==> config.mk <==
export PLATFORM = sky130hd
export DESIGN_NAME = quant_err_acc
export DESIGN_NICKNAME = d
export VERILOG_FILES = /design/src/rtl/wlo_pkg.sv /design/src/rtl/qerr_diff.sv /design/src/rtl/quant_err_acc.sv
export SDC_FILE = /design/constraint.sdc
export NUM_CORES = 1
export LEC_CHECK = 0
export CORE_MARGIN = 5
export CORE_UTILIZATION = 30
export CTS_BUF_LIST = sky130_fd_sc_hd__clkbuf_8
export DETAILED_ROUTE_END_ITERATION = 8
export PLACE_DENSITY = 0.6
export SLEW_MARGIN = 20
export SYNTH_ARGS = -nofsm -noshare
export SYNTH_HDL_FRONTEND = slang
export SYNTH_SLANG_ARGS = --single-unit
==> constraint.sdc <==
create_clock -name clk -period 7.1 [get_ports clk]
set_input_delay 2.13 -clock clk [delete_from_list [all_inputs] [get_ports clk]]
set_output_delay 2.13 -clock clk [all_outputs]
set_load 0.02 [all_outputs]
==> src/rtl/wlo_pkg.sv <==
`default_nettype none
// ============================================================================
// Module      : wlo_pkg
// Description : Shared types and helpers for the wordlength-optimisation
//               datapath (quant_err_acc state encoding, widths, saturation).
// Revision    : 1.0 - initial release
// ============================================================================
package wlo_pkg;

    typedef enum logic [1:0] {
        QERR_IDLE  = 2'd0,
        QERR_RUN   = 2'd1,
        QERR_DRAIN = 2'd2,
        QERR_DONE  = 2'd3
    } qerr_state_t;

    // Widest accumulator the saturating helper can serve.
    localparam int c_sat_max_w = 128;

    function automatic int diff_w(input int max_len);
        return max_len + 1;
    endfunction

    // Returns {saturated, result}; result clamps at 2^width-1.
    function automatic logic [c_sat_max_w:0] sat_add(
        input logic [c_sat_max_w-1:0] acc,
        input logic [c_sat_max_w-1:0] inc,
        input int unsigned            width
    );
        logic [c_sat_max_w:0] sum;
        logic [c_sat_max_w:0] cap;
        sum = {1'b0, acc} + {1'b0, inc};
        cap = ({{c_sat_max_w{1'b0}}, 1'b1} << width) - 1'b1;
        if (sum > cap) begin
            return {1'b1, cap[c_sat_max_w-1:0]};
        end
        return {1'b0, sum[c_sat_max_w-1:0]};
    endfunction

endpackage
`default_nettype wire

==> src/rtl/qerr_diff.sv <==
`default_nettype none
// ============================================================================
// Module      : qerr_diff
// Description : Registered signed difference of reference and quantised sample
//               with a valid bit; presents the exact absolute error.
// Revision    : 1.0 - initial release
// ============================================================================
module qerr_diff
    import wlo_pkg::*;
#(
    parameter int MAX_LEN = 32
) (
    input  logic                        clk,
    input  logic                        rst,
    input  logic                        i_fire,
    input  logic [MAX_LEN-1:0]          i_ref,
    input  logic [MAX_LEN-1:0]          i_qnt,
    output logic                        o_abs_valid,
    output logic [diff_w(MAX_LEN)-1:0]  o_abs
);

    localparam int c_w = diff_w(MAX_LEN);

    logic [c_w-1:0] r_diff;
    logic           r_valid;

    always_ff @(posedge clk) begin
        if (rst) begin
            r_diff  <= '0;
            r_valid <= 1'b0;
        end else begin
            r_valid <= i_fire;
            if (i_fire) begin
                r_diff <= {i_ref[MAX_LEN-1], i_ref} - {i_qnt[MAX_LEN-1], i_qnt};
            end
        end
    end

    // One guard bit means the most-negative value never occurs, so negation is exact.
    assign o_abs       = r_diff[c_w-1] ? ('0 - r_diff) : r_diff;
    assign o_abs_valid = r_valid;

endmodule
`default_nettype wire

==> src/rtl/quant_err_acc.sv <==
`default_nettype none
// ============================================================================
// Module      : quant_err_acc
// Description : Accumulates |ref - qnt| (or its square with QERR_SQUARE_EN)
//               over a programmed run and tracks the peak error.
// Revision    : 1.0 - initial release
// ============================================================================
module quant_err_acc
    import wlo_pkg::*;
#(
    parameter int MAX_LEN = 32,
    parameter int INT_POS = 16,
    parameter int CNT_W   = 16,
    parameter int ACC_W   = 64
) (
    input  logic                 clk,
    input  logic                 rst,
    input  logic                 start,
    input  logic [CNT_W-1:0]     num_samples,
    input  logic                 in_valid,
    output logic                 in_ready,
    input  logic [MAX_LEN-1:0]   ref_i,
    input  logic [MAX_LEN-1:0]   qnt_i,
    output logic                 busy,
    output logic                 done,
    output logic [ACC_W-1:0]     err_sum,
    output logic [MAX_LEN:0]     err_max,
    output logic                 overflow
);

    localparam int c_diff_w = diff_w(MAX_LEN);

    generate
        if (ACC_W < c_diff_w || ACC_W >= c_sat_max_w) begin : g_bad_acc_w
            $error("quant_err_acc: ACC_W out of supported range");
        end
        if (INT_POS < 0 || INT_POS > MAX_LEN) begin : g_bad_int_pos
            $error("quant_err_acc: INT_POS outside the data word");
        end
`ifdef QERR_SQUARE_EN
        if (ACC_W < 2 * c_diff_w) begin : g_bad_sq_acc_w
            $error("quant_err_acc: ACC_W too narrow for squared error");
        end
`endif
    endgenerate

    qerr_state_t            r_state;
    qerr_state_t            w_state_nxt;
    logic [CNT_W-1:0]       r_count;
    logic [ACC_W-1:0]       r_err_sum;
    logic [c_diff_w-1:0]    r_err_max;
    logic                   r_overflow;

    logic                   w_fire;
    logic                   w_start_ok;
    logic                   w_abs_valid;
    logic [c_diff_w-1:0]    w_abs;
    logic                   w_pipe_busy;
    logic                   w_acc_valid;
    logic [c_sat_max_w-1:0] w_acc_inc;
    logic [c_sat_max_w:0]   w_sat;
    logic                   w_unused_sat_hi;

    assign in_ready   = (r_state == QERR_RUN) && (r_count != '0);
    assign w_fire     = in_valid && in_ready;
    assign w_start_ok = start && ((r_state == QERR_IDLE) || (r_state == QERR_DONE));

    qerr_diff #(
        .MAX_LEN (MAX_LEN)
    ) u_diff (
        .clk         (clk),
        .rst         (rst),
        .i_fire      (w_fire),
        .i_ref       (ref_i),
        .i_qnt       (qnt_i),
        .o_abs_valid (w_abs_valid),
        .o_abs       (w_abs)
    );

`ifdef QERR_SQUARE_EN
    logic [2*c_diff_w-1:0] r_sq;
    logic                  r_sq_valid;

    always_ff @(posedge clk) begin
        if (rst) begin
            r_sq       <= '0;
            r_sq_valid <= 1'b0;
        end else begin
            r_sq_valid <= w_abs_valid;
            if (w_abs_valid) begin
                r_sq <= {{c_diff_w{1'b0}}, w_abs} * {{c_diff_w{1'b0}}, w_abs};
            end
        end
    end

    assign w_pipe_busy = w_abs_valid || r_sq_valid;
    assign w_acc_valid = r_sq_valid;
    assign w_acc_inc   = {{(c_sat_max_w-2*c_diff_w){1'b0}}, r_sq};
`else
    assign w_pipe_busy = w_abs_valid;
    assign w_acc_valid = w_abs_valid;
    assign w_acc_inc   = {{(c_sat_max_w-c_diff_w){1'b0}}, w_abs};
`endif

    assign w_sat           = sat_add({{(c_sat_max_w-ACC_W){1'b0}}, r_err_sum}, w_acc_inc,
                                     unsigned'(ACC_W));
    assign w_unused_sat_hi = ^w_sat[c_sat_max_w-1:ACC_W];

    always_comb begin
        w_state_nxt = r_state;
        case (r_state)
            QERR_IDLE, QERR_DONE: begin
                if (start) begin
                    w_state_nxt = (num_samples != '0) ? QERR_RUN : QERR_DONE;
                end
            end
            QERR_RUN: begin
                if (w_fire && (r_count == CNT_W'(1))) begin
                    w_state_nxt = QERR_DRAIN;
                end
            end
            QERR_DRAIN: begin
                if (!w_pipe_busy) begin
                    w_state_nxt = QERR_DONE;
                end
            end
            default: w_state_nxt = QERR_IDLE;
        endcase
    end

    always_ff @(posedge clk) begin
        if (rst) begin
            r_state <= QERR_IDLE;
            r_count <= '0;
        end else begin
            r_state <= w_state_nxt;
            if (w_start_ok) begin
                r_count <= num_samples;
            end else if (w_fire) begin
                r_count <= r_count - 1'b1;
            end
        end
    end

    always_ff @(posedge clk) begin
        if (rst || w_start_ok) begin
            r_err_sum  <= '0;
            r_err_max  <= '0;
            r_overflow <= 1'b0;
        end else begin
            if (w_acc_valid) begin
                r_err_sum <= w_sat[ACC_W-1:0];
                if (w_sat[c_sat_max_w]) begin
                    r_overflow <= 1'b1;
                end
            end
            if (w_abs_valid && (w_abs > r_err_max)) begin
                r_err_max <= w_abs;
            end
        end
    end

    assign busy     = (r_state == QERR_RUN) || (r_state == QERR_DRAIN);
    assign done     = (r_state == QERR_DONE);
    assign err_sum  = r_err_sum;
    assign err_max  = r_err_max;
    assign overflow = r_overflow;

endmodule
`default_nettype wire

==> flow_metrics.env, run 1 <==
export IMPL_drt_wirelength_per_cell_um=17.0
export IMPL_synth_edff_count=0
export IMPL_cts_hold_buf=0
export IMPL_yosys_cell_types_count=71
export IMPL_drt_total_wl_um=34300
export IMPL_combinationalPowerShare_pct=45.9
export IMPL_avgSynthCellArea_sq_um=7.96
export IMPL_clockPowerShare_pct=21.5
export IMPL_die_w_um=202
export IMPL_port_buffers=184
export IMPL_fin_cells=2022
export IMPL_min_path_type="flip-flop to flip-flop"
export IMPL_fp_dieH_um=202
export IMPL_grt_pass1_wl_um=55200
export IMPL_rows=70
export IMPL_period_share_pct=91.6
export IMPL_drt_pass1_iterations=5
export IMPL_cts_root_buf="clkbuf_8"
export IMPL_via_per_inst=5.23
export IMPL_cts_buffers=17
export IMPL_clkTransAtPathRegs_ns=0.09
export IMPL_dpl_hpwl_um=27300
export IMPL_postSynthCellCount=1386
export IMPL_p_sw_mw=1.33
export IMPL_synth_top_area_cell="dfxtp_1"
export IMPL_crit_fanout=9
export IMPL_required_ns=7.48
export IMPL_fmax_mhz=154
export IMPL_yosys_warnings=0
export IMPL_final_max_slew_viol_count=0
export IMPL_seqPwrFrac_pct=32.6
export IMPL_cts_setup_buffers=0
export IMPL_slowest_delay_ns=0.63
export IMPL_ctsResizeCount=0
export IMPL_rsz0062_at_grt="no"
export IMPL_fillers=3782
export IMPL_drcViolationCount=0
export IMPL_grt_usage_pct=16.4
export IMPL_core_sq_um=36400
export IMPL_drt_iter0_drc=508
export IMPL_relSlewSlack_pct=30.1
export IMPL_tns_ns=0
export IMPL_diodes=0
export IMPL_io_pins=185
export IMPL_postSynth_asyncResetShare_pct=0
export IMPL_vias=10600
export IMPL_worst_setup_path_start_kind="flip-flop"
export IMPL_finClkSkew_ns=0.0233
export IMPL_grt_pass1_vias=10300
export IMPL_syn_to_final_growth_pct=24.5
export IMPL_initial_core_util_pct=30.3
export IMPL_hold_violations=0
export IMPL_cts_sinks=150
export IMPL_dieArea_sq_um=40700
export IMPL_internal_power_mw=1.87
export IMPL_ys_seq_elements=150
export IMPL_grt_ovfl_total=0
export IMPL_swShare_pct=41.7
export IMPL_clockBufferDepth=2
export IMPL_path_class="flip-flop to flip-flop"
export IMPL_design_power_total_mw=3.20
export IMPL_cts_tree="built"
export IMPL_finalSetupViolCount=0
export IMPL_synthTopCellsByArea="dfxtp_1 27%, ha_1 12%, xnor2_1 5.6%"
export IMPL_cap_violations=0
export IMPL_leakagePower_nw=5.39
export IMPL_critPathTopFamily="simple AND/OR/NAND/NOR gates"
export IMPL_worst_slew_pin_transition_ns=1.05
export IMPL_power_density_nw_per_um2=233
export IMPL_cp_slowest_cell="a21boi_0"
export IMPL_insertion_delay_ns=0.48
export IMPL_layout_common_cells="183 x clkdlybuf4s50_1, 149 x dfxtp_1, 108 x nand2_1, 108 x a21oi_1, 105 x ha_1"
export IMPL_gp_congestion=0.879
export IMPL_layout_commonest_cell="clkdlybuf4s50_1"
export IMPL_fin_crit_ns=6.50
export IMPL_drive_above_1_share_pct=4.76
export IMPL_synthFlopType="dfxtp_1"
export IMPL_ant_nets=0
export IMPL_dp_cells=1990
export IMPL_seq_area_frac_synth_pct=27.2
export IMPL_crit_chain="inv_1, ha_1, or4b_1, or4_4, or3_1, or4_4, or3_4, o31ai_4, xnor2_1, ha_1, and4_1, nand3_1, nor4_1, a21boi_0, o31ai_1, nor2_1, and4b_1, a211oi_1"
export IMPL_synth_fp_nets=1577
export IMPL_synthDominantCellAreaShare_pct=27.2
export IMPL_worstSetupEndpointType="flip-flop"
export IMPL_antenna_found_initial=0
export IMPL_cp_num_buf_inv=1
export IMPL_syn_area_sq_um=11000
export IMPL_cp_arrival_ns=6.88
export IMPL_status="finished, final reports clean"
export IMPL_ir_worst_vdd_uv=160
export IMPL_final_nets=1732
export IMPL_grt_max_degree=81
export IMPL_htree_levels=4
[kinds of logic (layout without fill, tap and decap cells)]
| family | count (synthesis) | after routing | synth area share, % |
|---|---|---|---|
| flip-flops | 150 | 150 | 27.2 |
| AND/OR/NAND/NOR | 413 | 413 | 19.0 |
| XOR/XNOR | 97 | 97 | 7.70 |
| buffers and inverters | 154 | 322 | 5.43 |
| AO/OA/AOI/OAI | 432 | 432 | 25.4 |
| multiplexers | 33 | 33 | 2.99 |
| adder cells (fa/ha/maj) | 107 | 107 | 12.3 |
[final timing paths]
check                         start                end  depth (start not counted)  slack (ns)
setup reg to reg   u_diff.r_diff[0]        err_sum[63]                         18        0.60
setup / recovery   u_diff.r_diff[0]        err_sum[63]                         18        0.60
hold / removal    u_diff.r_diff[26]  u_diff.r_diff[26]                          2        0.48
hold reg to reg   u_diff.r_diff[26]  u_diff.r_diff[26]                          2        0.48
[worst min-delay path: stages (launching register included)]
cell     delay (ns)
dfxtp_1        0.33
nand2_1        0.06
a21oi_1        0.05
[layer usage]
layer | routed length [um] | track usage, % | vias up | share of wire (%)
met4 | 556 | 3.71 | 0 | 1.6
li1 | - | - | 5370 | -
met1 | 16100 | 21.9 | 4894 | 47
met5 | 0 | 0 | - | 0
met2 | 15700 | 27.0 | 285 | 46
met3 | 2010 | 4.14 | 34 | 5.9
[power groups by stage]
stage          logic [mW]  clock network (mW)  registers [mW]
3_5_place_dp         1.47                   0            1.06
5_1_grt              1.64               0.754            1.06
3_3_place_gp         1.45                   0            1.06
4_1_cts              1.47               0.710            1.04
6_report             1.47               0.687            1.04
2_1_floorplan        1.03                   0            1.05
[Yosys cell counts (4+ instances only)]
cell / number
nor4_1: 12
nor2_1: 93
o21a_1: 10
a2111oi_0: 7
a41o_1: 4
a21boi_0: 9
a31oi_1: 40
xnor2_1: 70
a211o_1: 5
clkbuf_1: 55
or4_1: 4
o31ai_1: 14
ha_1: 105
dfxtp_1: 150
inv_1: 92
nand3_1: 33
nor3_1: 22
and4_1: 7
a21o_1: 44
a41oi_1: 10
or3_1: 15
nor2b_1: 10
a21oi_1: 110
o21bai_1: 5
a311oi_1: 10
nand2_1: 109
and3_1: 24
o21ai_0: 88
nand4_1: 20
a211oi_1: 41
o211ai_1: 10
nand2b_1: 15
or2_2: 10
mux2i_1: 33
xor2_1: 27
and2_1: 16
[through the flow]
| stage | setup WS, ns | hold slack, ns | utilization (%) | cell area [sq um] |
|---|---|---|---|---|
| final | 0.597 | 0.482 | 37.7 | 13700 |
| after global routing | 0.297 | 0.509 | 37.7 | 13700 |
| after CTS | 0.569 | 0.489 | 37.7 | 13700 |
| after detailed placement | 0.625 | 0.479 | 36.6 | 13300 |
| after global placement | 0.860 | 0.471 | 36.6 | 13300 |
| after floorplan | 1.67 | 0.452 | - | 11000 |
[state kept, by name (all words and copies together), names as in the netlist]
name,flops
err_max,33
u_diff.r_diff,33
err_sum,64
overflow,1
u_diff.o_abs_valid,1
r_count,16
r_state,2
[area by class of cell]
| cell class | count | area, sq um | area share [%] |
|---|---|---|---|
| clock buffers | 18 | 248 | 1.80 |
| clock inverters | 14 | 149 | 1.08 |
| flip-flops and latches | 150 | 3000 | 21.9 |
| repair buffers | 197 | 1930 | 14.1 |
| inverters | 93 | 349 | 2.54 |
| multi-input cells | 1082 | 7470 | 54.4 |
| well taps | 468 | 586 | 4.26 |
Power figures use the tool's default switching activity.
==> run 2, diff against run 1 <==
--- a/config.mk
+++ b/config.mk
@@ -5,9 +5,11 @@
 export SDC_FILE = /design/constraint.sdc
 export NUM_CORES = 1
 export LEC_CHECK = 0
+export CAP_MARGIN = 10
 export CORE_MARGIN = 5
 export CORE_UTILIZATION = 30
 export CTS_BUF_LIST = sky130_fd_sc_hd__clkbuf_8
+export CTS_CLUSTER_SIZE = 25
 export DETAILED_ROUTE_END_ITERATION = 8
 export PLACE_DENSITY = 0.6
 export SLEW_MARGIN = 20
==> results of run 2 <==
The final DEF is identical to that of run 1; final timing and power are the same.
==> run 3, diff against run 2 <==
--- a/config.mk
+++ b/config.mk
@@ -12,6 +12,7 @@
 export CTS_CLUSTER_SIZE = 25
 export DETAILED_ROUTE_END_ITERATION = 8
 export PLACE_DENSITY = 0.6
+export SKIP_CTS_REPAIR_TIMING = 1
 export SLEW_MARGIN = 20
 export SYNTH_ARGS = -nofsm -noshare
 export SYNTH_HDL_FRONTEND = slang
==> results of run 3 <==
The final DEF is identical to that of run 1; final timing and power are the same.
